<file path="src/rtl/skeleton_cpu_if.sv">
// skeleton_cpu_if: memory-side bus of the skeleton_cpu core.
//   address_imem : word address of the current instruction (PC)
//   q_imem       : instruction word, combinational for address_imem
//   address_dmem : data word address
//   data         : store data for sw
//   wren         : data memory write enable
//   q_dmem       : load data, combinational for address_dmem
// The core uses the master modport. The memory side uses the slave modport.
interface skeleton_cpu_if;
  logic [11:0] address_imem;
  logic [31:0] q_imem;
  logic [11:0] address_dmem;
  logic [31:0] data;
  logic        wren;
  logic [31:0] q_dmem;

  modport master (
    output address_imem,
    output address_dmem,
    output data,
    output wren,
    input  q_imem,
    input  q_dmem
  );

  modport slave (
    input  address_imem,
    input  address_dmem,
    input  data,
    input  wren,
    output q_imem,
    output q_dmem
  );
endinterface

</file>
<file path="src/rtl/skeleton_cpu.sv">
// skeleton_cpu: single-cycle 32-bit core (PC, decoder, ALU, branch/jump, 32x32 register file).
// Every instruction is fetched, executed and retired within one clock.
// Ports:
//   clock  : sole clock; all state updates on the rising edge
//   reset  : asynchronous, active-low
//   bus    : skeleton_cpu_if.master (instruction and data memory)
// Optional macro SKELETON_DEBUG_EN adds these ports:
//   ctrl_writeEnable, ctrl_writeReg, data_writeReg : view of the register write port
module skeleton_cpu (
  input  logic           clock,
  input  logic           reset,
  skeleton_cpu_if.master bus
`ifdef SKELETON_DEBUG_EN
  ,
  output logic           ctrl_writeEnable,
  output logic [4:0]     ctrl_writeReg,
  output logic [31:0]    data_writeReg
`endif
);

  localparam logic [4:0] OpRType = 5'b00000;
  localparam logic [4:0] OpJ     = 5'b00001;
  localparam logic [4:0] OpBne   = 5'b00010;
  localparam logic [4:0] OpJal   = 5'b00011;
  localparam logic [4:0] OpJr    = 5'b00100;
  localparam logic [4:0] OpAddi  = 5'b00101;
  localparam logic [4:0] OpBlt   = 5'b00110;
  localparam logic [4:0] OpSw    = 5'b00111;
  localparam logic [4:0] OpLw    = 5'b01000;
  localparam logic [4:0] OpSetx  = 5'b10101;
  localparam logic [4:0] OpBex   = 5'b10110;

  localparam logic [4:0] AluAdd  = 5'b00000;
  localparam logic [4:0] AluSub  = 5'b00001;
  localparam logic [4:0] AluAnd  = 5'b00010;
  localparam logic [4:0] AluOr   = 5'b00011;
  localparam logic [4:0] AluSll  = 5'b00100;
  localparam logic [4:0] AluSra  = 5'b00101;

  localparam logic [4:0] RegStatus = 5'd30;
  localparam logic [4:0] RegLink   = 5'd31;

  logic [11:0] pc_q, pc_d;
  logic [31:0] rf_q [32];

  // Instruction fields
  logic [31:0] instr;
  logic [4:0]  opcode, rd, rs, rt, shamt, aluop;
  logic [31:0] imm_n, imm_t;
  logic        unused_instr;

  assign instr        = bus.q_imem;
  assign opcode       = instr[31:27];
  assign rd           = instr[26:22];
  assign rs           = instr[21:17];
  assign rt           = instr[16:12];
  assign shamt        = instr[11:7];
  assign aluop        = instr[6:2];
  assign imm_n        = {{15{instr[16]}}, instr[16:0]};
  assign imm_t        = {5'b00000, instr[26:0]};
  assign unused_instr = ^instr[1:0];

  // r0 is never written, so its storage stays at the reset value of zero.
  logic [31:0] rd_val, rs_val, rt_val, status_val;
  assign rd_val     = rf_q[rd];
  assign rs_val     = rf_q[rs];
  assign rt_val     = rf_q[rt];
  assign status_val = rf_q[RegStatus];

  // ALU
  logic [31:0] sum, diff, sum_imm;
  logic        ovf_add, ovf_sub, ovf_addi;

  assign sum      = rs_val + rt_val;
  assign diff     = rs_val - rt_val;
  assign sum_imm  = rs_val + imm_n;
  assign ovf_add  = (rs_val[31] == rt_val[31]) && (sum[31] != rs_val[31]);
  assign ovf_sub  = (rs_val[31] != rt_val[31]) && (diff[31] != rs_val[31]);
  assign ovf_addi = (rs_val[31] == imm_n[31]) && (sum_imm[31] != rs_val[31]);

  logic [11:0] pc_plus1, pc_branch, pc_target;
  assign pc_plus1  = pc_q + 12'd1;
  assign pc_branch = pc_plus1 + imm_n[11:0];
  assign pc_target = instr[11:0];

  // Register write port
  logic        we;
  logic        we_eff;
  logic [4:0]  waddr;
  logic [31:0] wdata;
  logic        rd_nz;

  assign rd_nz = (rd != 5'd0);

  always_comb begin
    we    = 1'b0;
    waddr = rd;
    wdata = '0;
    pc_d  = pc_plus1;

    case (opcode)
      OpRType: begin
        case (aluop)
          AluAdd: begin
            // An overflow redirects the write to the status register. With rd = r0
            // the whole write is dropped, status included.
            we = rd_nz;
            if (ovf_add) begin
              waddr = RegStatus;
              wdata = 32'd1;
            end else begin
              wdata = sum;
            end
          end
          AluSub: begin
            we = rd_nz;
            if (ovf_sub) begin
              waddr = RegStatus;
              wdata = 32'd3;
            end else begin
              wdata = diff;
            end
          end
          AluAnd: begin
            we    = 1'b1;
            wdata = rs_val & rt_val;
          end
          AluOr: begin
            we    = 1'b1;
            wdata = rs_val | rt_val;
          end
          AluSll: begin
            we    = 1'b1;
            wdata = rs_val << shamt;
          end
          AluSra: begin
            we    = 1'b1;
            wdata = $signed(rs_val) >>> shamt;
          end
          default: ;
        endcase
      end
      OpAddi: begin
        we = rd_nz;
        if (ovf_addi) begin
          waddr = RegStatus;
          wdata = 32'd2;
        end else begin
          wdata = sum_imm;
        end
      end
      OpLw: begin
        we    = 1'b1;
        wdata = bus.q_dmem;
      end
      OpJ: pc_d = pc_target;
      OpJal: begin
        we    = 1'b1;
        waddr = RegLink;
        wdata = {20'd0, pc_plus1};
        pc_d  = pc_target;
      end
      OpJr: pc_d = rd_val[11:0];
      OpBne: begin
        if (rd_val != rs_val) pc_d = pc_branch;
      end
      OpBlt: begin
        if ($signed(rd_val) < $signed(rs_val)) pc_d = pc_branch;
      end
      OpSetx: begin
        we    = 1'b1;
        waddr = RegStatus;
        wdata = imm_t;
      end
      OpBex: begin
        if (status_val != 32'd0) pc_d = pc_target;
      end
      default: ;
    endcase
  end

  // Writes to r0 are dropped here, and the port is idle while reset is held.
  assign we_eff = we && (waddr != 5'd0) && reset;

  always_ff @(posedge clock or negedge reset) begin
    if (!reset) begin
      pc_q <= '0;
      for (int i = 0; i < 32; i++) begin
        rf_q[i] <= '0;
      end
    end else begin
      pc_q <= pc_d;
      if (we_eff) begin
        rf_q[waddr] <= wdata;
      end
    end
  end

  assign bus.address_imem = pc_q;
  assign bus.address_dmem = sum_imm[11:0];
  assign bus.data         = rd_val;
  assign bus.wren         = (opcode == OpSw) && reset;

`ifdef SKELETON_DEBUG_EN
  assign ctrl_writeEnable = we_eff;
  assign ctrl_writeReg    = waddr;
  assign data_writeReg    = wdata;
`endif

endmodule

</file>
<file path="src/flat_wrapper.sv">
// flat-port wrapper written by rule: the top's interface ports become plain ports
module skeleton_cpu_flat 
  (clock, reset, bus_address_imem, bus_address_dmem, bus_data, bus_wren, bus_q_imem, bus_q_dmem);
  skeleton_cpu_if bus_i ();
  input  logic clock;
  input  logic reset;
  output wire logic [$bits(bus_i.address_imem)-1:0] bus_address_imem;
  output wire logic [$bits(bus_i.address_dmem)-1:0] bus_address_dmem;
  output wire logic [$bits(bus_i.data)-1:0] bus_data;
  output wire logic [$bits(bus_i.wren)-1:0] bus_wren;
  input wire logic [$bits(bus_i.q_imem)-1:0] bus_q_imem;
  input wire logic [$bits(bus_i.q_dmem)-1:0] bus_q_dmem;
  assign bus_address_imem = bus_i.address_imem;
  assign bus_address_dmem = bus_i.address_dmem;
  assign bus_data = bus_i.data;
  assign bus_wren = bus_i.wren;
  assign bus_i.q_imem = bus_q_imem;
  assign bus_i.q_dmem = bus_q_dmem;
  skeleton_cpu u_core (.clock(clock), .reset(reset), .bus(bus_i));
endmodule
</file>
<file path="config.mk">
export PLATFORM = sky130hd
export DESIGN_NAME = skeleton_cpu_flat
export DESIGN_NICKNAME = d
export VERILOG_FILES = /design/src/rtl/skeleton_cpu_if.sv /design/src/rtl/skeleton_cpu.sv /design/src/flat_wrapper.sv
export SDC_FILE = /design/constraint.sdc
export NUM_CORES = 2
export LEC_CHECK = 0
export ABC_CLOCK_PERIOD_IN_PS = 5930
export CAP_MARGIN = 10
export CORE_AREA = 2 2 446 492
export DETAILED_ROUTE_END_ITERATION = 10
export DIE_AREA = 0 0 448 494
export PLACE_DENSITY_LB_ADDON = 0.05
export SLEW_MARGIN = 10
export SYNTH_ARGS = -nofsm -noshare
export SYNTH_HDL_FRONTEND = slang
export SYNTH_SLANG_ARGS = --single-unit
</file>
<file path="constraint.sdc">
create_clock -name clock -period 5.93 [get_ports clock]
set_input_delay 1.186 -clock clock [delete_from_list [all_inputs] [get_ports clock]]
set_output_delay 1.186 -clock clock [all_outputs]
set_load 0.05 [all_outputs]
</file>
==> reports/qor.yml <==
global_routing:
  grt_pass1_vias: 66740
  grt_overflow_total: 0
  grtUsageTotal: 0.349
  antenna_found_initial: 35
  grt_max_degree: 160
  grt_pass1_wl_um: 542000
synthesis:
  syn_nets: 7128
  ys_warn_count: 0
  synth_cells: 6886
  ys_ff_latch: 1036
  yosys-top-cells-area: "dfrtp_1 34%, mux4_2 24%, mux2i_1 5.0%"
  synth_area_um2: 75300
  synth-seq-area-share: 0.344
  synthTopCellsByCount: "1036 x dfrtp_1, 876 x nand2_1, 787 x mux4_2"
  synth.distinct_cells: 103
  synth-main-ff-cell: "dfrtp_1"
  avgSynthCellArea_um2: 10.9
  synth_top_area_frac: 0.344
  async_flop_share: 1.00
  synth_top_area_cell: "dfrtp_1"
  synth_edf_count: 0
  synth_most_common_cell: "dfrtp_1"
route:
  first_pass_iters: 9
  antenna_left: 0
  wl_per_cell_um: 38.3
  dr.first_iter.drc_count: 9669
  vias_per_cell: 6.36
  drc: 0
  wl_um: 426000
  vias: 70816
run_status:
  violations: "negative setup slack"
  status: "finished, violations left"
worst_setup_path:
  startpoint: "bus_q_imem[12]"
  reg2reg_from: "u_core.rf_q[531]$_DFFE_PN0P_"
  timing.rr.end: "u_core.status_val[1]$_DFFE_PN0P_"
  cp-end-kind: "flop"
  r2r_slack_ns: 0.35
  critPathArrivalTime_ns: 6.72
  worst_ep_required_time_ns: 6.60
  critPathMaxFanout: 8
  worstSetupPathType: "input pin to flop"
  critPathLaunchType: "input pin"
  reg2reg_depth: 21
sta:
  skew_ns: 0.0476
  fmax_ghz: 0.165
  setup_viol: 223
  finalHoldViolCount: 0
  finalCriticalPeriod_ns: 6.05
  rsz0062_at_grt: "true"
  slew_violations: 0
  slew_headroom: 0.105
  worstMarginPinSlew_ns: 1.33
  min_period_over_period: 1.02
  fin_ws_ns: -0.121
placement:
  globalplace.congestion: 1.05
  placedCellCount: 10645
  hpwl_um: 282000
  place_area_um2: 92100
  io_buffer_count: 122
pwr:
  irDropWorstVdd_mv: 0.301
  p_per_area_nw_per_um2: 198
  p_leak_nw: 44.0
clock_network:
  root_buffer: "clkbuf_16"
  holdBufCountCts: 0
  tritoncts: "yes"
  clock-sinks: 1036
  cts_htree_levels: 4
  cts_made_buffers: 130
  worstSkewPairLatency_ns: 0.84
  cts_buffer_depth: 3
  clk_pin_slew_ns: 0.06
finish:
  fin_nets: 8356
  fin_cells: 11127
  drive_above_1_share: 0.422
  design_area_um2: 103000
  syn_to_final_growth_pct: 36.3
  fillers: 19941
floorplan:
  chipWidth_um: 448
  rows: 179
  initial_utilization: 0.349
  die_h_um: 494
  boundaryPins: 123
  die-area_um2: 221000
  core_um2: 216000
min_path:
  hold_path.class: "input pin to asynchronous set/reset pin"
run:
  max-cap-violations: 0
[stage by stage]
stage          TNS (ns)   util  total power [mW]  hold slack [ns]  setup WS (ns)
2_1_floorplan    -15.49      -              9.31            0.458         -0.138
3_3_place_gp   -1343.14  0.427              11.5            0.396          -1.61
3_5_place_dp   -1371.00  0.427              11.5            0.404          -1.66
4_1_cts           -2.54  0.454              20.1            0.236        -0.0903
5_1_grt           -8.34  0.475              20.9            0.255         -0.167
6_report          -9.63  0.476              20.3            0.264         -0.121
[worst max-delay path, cell delays in order]
cell	delay, ns
buf_16	0.15
buf_16	0.16
buf_12	0.12
buf_6	0.10
mux4_2	0.49
mux4_2	0.56
mux2i_2	0.20
buf_6	0.18
ha_4	0.23
buf_6	0.12
nor4_4	0.29
buf_4	0.20
or4b_4	0.45
o21ba_4	0.27
nor2_4	0.05
o41a_1	0.42
o21ai_2	0.24
buf_4	0.16
a311oi_4	0.10
mux2i_2	0.20
o31ai_4	0.24
buf_12	0.21
buf_16	0.21
a31oi_2	0.11
[layer usage]
layer | share of wire | global-route usage | up-vias | wire length [um]
li1 | - | - | 28965 | -
met1 | 0.40 | 0.492 | 36778 | 172000
met2 | 0.43 | 0.522 | 4123 | 184000
met3 | 0.10 | 0.0617 | 930 | 43500
met4 | 0.061 | 0.161 | 20 | 26200
met5 | 0.00074 | 0 | - | 316
[registers in the layout, summed over array words and instances, names as in the netlist]
signal / count
u_core.rf_q: 992
u_core.bus.address_imem: 12
u_core.status_val: 32
[placed cells by master, fill, tap and decap left out, types with 119 or more instances in the layout]
cell type,n
buf_4,1273
dfrtp_1,1036
nand2_1,870
mux4_2,787
o21ai_0,620
mux2i_1,360
buf_12,282
nor2_1,230
clkbuf_16,189
mux2_2,176
a22oi_1,157
o21ai_1,150
a21oi_1,141
ha_1,129
mux2_4,128
nand3_1,119
[kinds of logic after synthesis]
kind of cell / Yosys count / synth area share
adders and majority gates: 176 / 0.0296
and+or+nand+nor: 1653 / 0.102
DFF: 1036 / 0.344
xor gates and xnor gates: 71 / 0.00826
buffers and inverters: 827 / 0.0467
muxes: 1473 / 0.333
AOI/OAI and AO/OA: 1650 / 0.136
[cell type report]
cell class              instances  area, um2  area share
diodes                         18       45.0    0.000439
clock buffers                 188       3800      0.0371
clock inverters                43        589     0.00574
inverters                     120        492     0.00479
multi-input cells            5024      48800       0.476
flip-flops and latches       1036      25900       0.253
well taps                    2896       3620      0.0353
repair buffers               1802      19400       0.189
[worst max-delay path by stage]
stage,to,cells past startpoint
finish,u_core.rf_q[958]$_DFFE_PN0P_,24
global route,bus_address_dmem[10],22
CTS,bus_address_dmem[10],19
detailed placement,u_core.rf_q[321]$_DFFE_PN0P_,25
global placement,u_core.rf_q[353]$_DFFE_PN0P_,25
floorplan,bus_address_dmem[6],18
[where the power goes]
part / total, mW / internal (mW) / switching [mW] / leakage [nW]
sequential: 7.18 / 7.11 / 0.0676 / 14.5
clock: 8.37 / 4.92 / 3.45 / 2.16
combinational: 4.77 / 2.01 / 2.76 / 27.3
[timing repair]
item / 4_1_cts / 5_1_grt
gates resized for setup: 175 / 471
pin swaps: 24 / 106
setup buffers: 32 / 129
hold endpoints to repair: 0 / 0
cloned: 9 / 69
endpoints found under the setup margin: 1011 / 1007
Power figures use the tool's default switching activity.
